## config.mk

```make
export PLATFORM = sky130hd
export DESIGN_NAME = io_pwm
export DESIGN_NICKNAME = d
export VERILOG_FILES = /design/src/rtl/io_pwm_pkg.sv /design/src/rtl/io_pwm_channel.sv /design/src/rtl/io_pwm.sv
export SDC_FILE = /design/constraint.sdc
export NUM_CORES = 1
export LEC_CHECK = 0
export CAP_MARGIN = 20
export CORE_AREA = 2 2 114 144
export CTS_CLUSTER_SIZE = 30
export DETAILED_ROUTE_END_ITERATION = 10
export DIE_AREA = 0 0 116 146
export PLACE_DENSITY = 0.8
export SLEW_MARGIN = 20
export SYNTH_ARGS = -nofsm -noshare
export SYNTH_HDL_FRONTEND = slang
export SYNTH_SLANG_ARGS = --single-unit
export TNS_END_PERCENT = 100
```

## constraint.sdc

```tcl
create_clock -name clk -period 4.7 [get_ports clk]
set_clock_uncertainty 0.15 [all_clocks]
set_input_delay 0.94 -clock clk [delete_from_list [all_inputs] [get_ports clk]]
set_output_delay 0.94 -clock clk [all_outputs]
set_load 0.02 [all_outputs]
```

## src/rtl/io_pwm_pkg.sv

```systemverilog
// Shared constants for io_pwm: register map, CTRL bit positions, counter width and reset values.
// Also holds the address-window helpers used by both the write decode and the read chain.
package io_pwm_pkg;

  localparam int CW = 16;

  localparam logic [2:0] OFS_CTRL   = 3'd0;
  localparam logic [2:0] OFS_PERIOD = 3'd1;
  localparam logic [2:0] OFS_DUTY0  = 3'd2;
  localparam logic [2:0] OFS_DUTY1  = 3'd3;
  localparam logic [2:0] OFS_DUTY2  = 3'd4;
  localparam logic [2:0] OFS_STATUS = 3'd5;
  localparam int         NUM_REGS   = 6;

  localparam int CTRL_EN        = 0;
  localparam int CTRL_INV       = 3;
  localparam int CTRL_IRQ_EN    = 4;
  localparam int CTRL_PRESC_LSB = 8;

  localparam logic [CW-1:0] PERIOD_RST = 16'hFFFF;

  // Wrapping subtraction: addresses below the base land far above NUM_REGS.
  function automatic logic reg_hit(input logic [13:0] adr, input logic [13:0] base);
    logic [13:0] d;
    d = adr - base;
    return d < 14'(NUM_REGS);
  endfunction

  function automatic logic [2:0] reg_ofs(input logic [13:0] adr, input logic [13:0] base);
    logic [13:0] d;
    d = adr - base;
    return d[2:0];
  endfunction

endpackage

```

## src/rtl/io_pwm_channel.sv

```systemverilog
// One PWM channel: duty shadow, compare against the shared counter, registered output.
// Latency: 1 cycle from counter value to pin. Backpressure: none (free-running output).
module io_pwm_channel
  import io_pwm_pkg::*;
(
  input  logic          clk,
  input  logic          rst,
  input  logic          en,
  input  logic          inv,
  input  logic          wrap,
  input  logic [CW-1:0] duty,
  input  logic [CW-1:0] cnt,
  output logic          pwm
);

  logic [CW-1:0] shadow;

  always_ff @(posedge clk) begin
    if (rst) begin
      shadow <= '0;
      pwm    <= 1'b0;
    end else begin
      // Duty changes become visible only at a period boundary while running.
      if (!en || wrap) shadow <= duty;
      pwm <= inv ^ (en && (cnt < shadow));
    end
  end

endmodule

```

## src/rtl/io_pwm.sv

```systemverilog
// Three-channel PWM on the dma_io bus, chained into the read-data daisy chain; raises a wrap pulse.
// Latency: register writes 1 cycle, reads combinational, pins 1 cycle. Backpressure: none, bus always accepted.
module io_pwm
  import io_pwm_pkg::*;
#(
  parameter logic [13:0] BASE_ADR = 14'h0E00
) (
  input  logic        clk,
  input  logic        rst,
  input  logic        dma_io_we,
  input  logic [13:0] dma_io_wadr,
  input  logic [31:0] dma_io_wdata,
  input  logic [13:0] dma_io_radr,
  input  logic        dma_io_radr_en,
  input  logic [31:0] dma_io_rdata_in,
  output logic [31:0] dma_io_rdata,
  output logic [2:0]  pwm_out,
  output logic        pwm_wrap_1shot
);

  logic          en, inv, irq_en;
  logic [7:0]    presc, pcnt;
  logic [CW-1:0] period, cnt;
  logic [CW-1:0] duty [3];
  logic          wrap_sticky;
  logic          tick, wrap, w_hit, r_hit;
  logic [2:0]    w_ofs, r_ofs;
  logic [31:0]   reg_rdata;

  assign w_hit = dma_io_we && reg_hit(dma_io_wadr, BASE_ADR);
  assign w_ofs = reg_ofs(dma_io_wadr, BASE_ADR);
  assign r_hit = dma_io_radr_en && reg_hit(dma_io_radr, BASE_ADR);
  assign r_ofs = reg_ofs(dma_io_radr, BASE_ADR);

  assign tick = en && (pcnt == presc);
  // >= so that lowering PERIOD below the running count wraps on the next tick.
  assign wrap = tick && (cnt >= period);

  always_ff @(posedge clk) begin
    if (rst) begin
      en             <= 1'b0;
      inv            <= 1'b0;
      irq_en         <= 1'b0;
      presc          <= '0;
      period         <= PERIOD_RST;
      for (int i = 0; i < 3; i++) duty[i] <= '0;
      wrap_sticky    <= 1'b0;
      pcnt           <= '0;
      cnt            <= '0;
      pwm_wrap_1shot <= 1'b0;
    end else begin
      if (w_hit) begin
        case (w_ofs)
          OFS_CTRL: begin
            en     <= dma_io_wdata[CTRL_EN];
            inv    <= dma_io_wdata[CTRL_INV];
            irq_en <= dma_io_wdata[CTRL_IRQ_EN];
            presc  <= dma_io_wdata[CTRL_PRESC_LSB +: 8];
          end
          OFS_PERIOD: period  <= dma_io_wdata[CW-1:0];
          OFS_DUTY0:  duty[0] <= dma_io_wdata[CW-1:0];
          OFS_DUTY1:  duty[1] <= dma_io_wdata[CW-1:0];
          OFS_DUTY2:  duty[2] <= dma_io_wdata[CW-1:0];
          default: ;
        endcase
      end

      // A wrap in the same cycle as a W1C keeps the flag set.
      if (wrap) wrap_sticky <= 1'b1;
      else if (w_hit && (w_ofs == OFS_STATUS) && dma_io_wdata[0]) wrap_sticky <= 1'b0;

      if (!en || tick) pcnt <= '0;
      else             pcnt <= pcnt + 8'd1;

      if (!en || wrap) cnt <= '0;
      else if (tick)   cnt <= cnt + CW'(1);

      pwm_wrap_1shot <= wrap && irq_en;
    end
  end

  always_comb begin
    reg_rdata = '0;
    case (r_ofs)
      OFS_CTRL:   reg_rdata = {16'h0, presc, 3'b000, irq_en, inv, 2'b00, en};
      OFS_PERIOD: reg_rdata = 32'(period);
      OFS_DUTY0:  reg_rdata = 32'(duty[0]);
      OFS_DUTY1:  reg_rdata = 32'(duty[1]);
      OFS_DUTY2:  reg_rdata = 32'(duty[2]);
      OFS_STATUS: reg_rdata = {cnt, 15'h0, wrap_sticky};
      default: ;
    endcase
  end

  assign dma_io_rdata = r_hit ? reg_rdata : dma_io_rdata_in;

  for (genvar n = 0; n < 3; n++) begin : g_ch
    io_pwm_channel u_ch (
      .clk  (clk),
      .rst  (rst),
      .en   (en),
      .inv  (inv),
      .wrap (wrap),
      .duty (duty[n]),
      .cnt  (cnt),
      .pwm  (pwm_out[n])
    );
  end

endmodule

```

==> results by group <==
Drt
  • Drt first-iter violations: 577
  • Final ANT Viol Nets: 0
  • Via count: 7122
  • Total Wirelength: 21.6 mm
  • Pre-antenna DRT Iters: 6
  • DRC: 0
  • Vias per Instance: 5.69
  • Routed wire per std cell: 17.3 um

Placement
  • Count of input and output buffers: 115
  • Placement Setup Slack: 0.0744 ns
  • Placed Area: 0.00981 sq mm
  • Routability cong.: 0.831
  • Post-DP HPWL: 15.5 mm

Critical path
  • R2R Path Start: cnt[0]
  • Worst EP arrival: 3.45 ns
  • WS Path Type: in2out
  • Worst reg2reg path endpoint: g_ch[1].u_ch.shadow[0]
  • Reg2Reg Setup Slack: 1.93 ns
  • WP data required: 3.61 ns
  • Crit path max fanout: 46
  • Worst reg2reg path depth: 9
  • Nature of the critical path endpoint: primary output
  • CP Launch Type: input pin

Timing
  • RSZ-0062 raised after global routing: true
  • Worst Tran Pin Value: 0.815 ns
  • Count of final setup violators: 0
  • Fin crit period: 4.54 ns
  • Final worst setup slack: 0.156 ns
  • Max Clk Rate: 220 MHz
  • Final Hold Slack: 0.308 ns
  • Final Slew Violations: 0
  • Setup TNS Final: 0 ns
  • Period utilisation layout: 96.7%
  • Max_slew headroom: 45.5%
  • Final Hold Fails: 0

Clocking
  • Root Driver: clkbuf_16
  • Reg clk slew, reported paths: 0.07 ns
  • Worst skew pair latency: 0.43 ns
  • Post-cts gate resize count: 0
  • Hold_buf cts: 0
  • Post-CTS Repair Setup Buffers: 0
  • Clock buffer depth: 2
  • Num CTS Buffers: 17
  • # H-tree levels: 4
  • CTS tree: done
  • Clock Sink Count: 152

Pwr
  • Power share of the combinational group: 9.8%
  • Clock share of power: 43.7%
  • Pleak: 4.33 nW
  • Pint: 0.00225 W
  • Total power: 0.00306 W
  • Reg power frac: 46.4%
  • Sw Pwr: 0.000807 W
  • Sw frac: 26.4%
  • VDD IR max: 173 uV
  • Pwr/cell area: 293 mW/mm^2

Synthesis
  • Syn_nets: 1078
  • Area share of the largest cell type after synthesis: 24.8%
  • Syn. warnings: 0
  • Syn Area/Cell: 9.15 sq um
  • Yosys reg bits: 152
  • Number of synthesized flops with an enable pin: 48
  • Cells after synthesis: 917
  • Seq/Total Area, Yosys: 42.0%
  • Post-synthesis async set-or-reset flop share: 0%
  • Cell taking the most area after synthesis: dfxtp_1
  • Synth Flop Type: dfxtp_1
  • Distinct cells, synth: 52
  • Largest cells by area after synthesis: dfxtp_1 25%, edfxtp_1 17%, ha_1 9.7%
  • Post-Syn Area: 0.00839 sq mm

Floorplan
  • Row count: 51
  • Die Y: 146 um
  • Starting density of the core: 54.3%
  • Io pins: 132
  • Die X: 116 um
  • Die area: 0.0169 sq mm
  • CORE AREA: 0.0154 sq mm

GRT
  • Largest net degree at the start of global routing: 66
  • GRT Overall Usage: 25.7%
  • Remaining global-route overflow: 0
  • Initial antenna violation count: 0
  • Vias in the first global route: 6734
  • Global-route wire length before repair: 33.8 mm

Status
  • Status: finished clean

Hold path
  • Worst hold path depth: 2
  • Hold EP: g_ch[2].u_ch.shadow[7]
  • Hold Startpoint: g_ch[2].u_ch.shadow[7]
  • Hold Crit Class: reg2reg

Finish
  • Fill cells: 1225
  • Layout cells sized above 1: 6.92%
  • Final instance area: 0.0104 sq mm
  • Antenna cells: 0
  • Final layout net count: 1188
  • Area Growth Syn to Fin: 24.4%

Flow run
  • Number of max-cap violations: 0
==> registers in the layout (all words and copies together), names as in the netlist, 3 cells and up <==
name	cells
pcnt	8
cnt	16
g_ch.u_ch.shadow	48
period	16
presc	8
g_ch.u_ch.pwm	3
duty	48
==> cell families after synthesis <==
group	synth area share (%)
and+or+nand+nor	16.4
AOI/OAI and AO/OA	12.9
DFF	42.0
buffers and inverters	6.52
muxes	10.1
adders and majority gates	9.70
xor gates and xnor gates	2.40
==> area by class of cell <==
cell class | count | area, sq um | area share [%]
sequential | 152 | 3520 | 33.8
timing repair buffer | 135 | 1380 | 13.2
clock buffer | 18 | 429 | 4.11
clock inverter | 14 | 145 | 1.39
multi-input combinational | 632 | 4370 | 41.8
tap | 212 | 265 | 2.54
inverter | 89 | 335 | 3.21
==> per-stage QoR <==
step,util (%),cells
floorplan,-,917
global placement,63.5,1220
detailed placement,63.5,1220
CTS,67.2,1252
global route,67.6,1252
finish,67.6,1252
==> cells in the mapped netlist, drive strengths merged, types with 13 or more instances <==
cell type	number
nand3	34
and2	17
o211ai	18
dfxtp	104
buf	16
mux2i	77
a21oi	46
edfxtp	48
ha	65
clkbuf	28
nand2	136
nand4	18
o21ai	36
inv	88
nor2	61
o21a	13
==> power groups by stage <==
| stage | clock network (W) | registers (W) | logic (W) |
|---|---|---|---|
| 2_1_floorplan | 0 | 0.00144 | 0.000149 |
| 3_3_place_gp | 0 | 0.00145 | 0.000290 |
| 3_5_place_dp | 0 | 0.00145 | 0.000297 |
| 4_1_cts | 0.00134 | 0.00142 | 0.000301 |
| 5_1_grt | 0.00141 | 0.00142 | 0.000326 |
| 6_report | 0.00134 | 0.00142 | 0.000301 |
==> worst max-delay path, cell delays in order <==
cell and delay, ns:
clkdlybuf4s50_1 0.44, ha_1 0.31, nor4_2 0.27, o2111ai_1 0.20, a21oi_4 0.21, buf_12 0.23
nand3_1 0.11, o21ai_0 0.10, clkdlybuf4s50_1 0.62
==> placed cells by master (no fill, tap or decap), drive strengths merged, types with 18 or more instances in the layout <==
| cell type | synthesis | final |
|---|---|---|
| nand2 | 136 | 136 |
| dfxtp | 104 | 104 |
| inv | 88 | 99 |
| clkdlybuf4s50 | 0 | 97 |
| mux2i | 77 | 77 |
| ha | 65 | 65 |
| nor2 | 61 | 61 |
| edfxtp | 48 | 48 |
| a21oi | 46 | 46 |
| o21ai | 36 | 36 |
| nand3 | 34 | 34 |
| buf | 16 | 20 |
| nand4 | 18 | 18 |
| o211ai | 18 | 18 |
| dlymetal6s2s | 0 | 18 |
| clkbuf | 28 | 18 |
==> worst max-delay path by stage <==
stage,start,end,cells past startpoint
after CTS,dma_io_radr[9],dma_io_rdata[14],9
after floorplan,dma_io_wadr[9],duty[0][32],4
after detailed placement,dma_io_radr[9],dma_io_rdata[14],9
after global placement,dma_io_radr[9],dma_io_rdata[9],9
final,dma_io_radr[9],dma_io_rdata[31],9
after global routing,dma_io_radr[10],dma_io_rdata[31],9
==> per-layer routing <==
| layer | GRT usage [%] | wire (um) | share of wire (%) | up-vias |
|---|---|---|---|---|
| met5 | 0 | 0 | 0 | - |
| met4 | 9.58 | 597 | 2.8 | 0 |
| met3 | 5.04 | 1620 | 7.5 | 50 |
| met2 | 41.6 | 10400 | 48 | 320 |
| met1 | 33.9 | 9040 | 42 | 3317 |
| li1 | - | - | - | 3435 |
No activity file was read; power rests on OpenSTA's default activity.
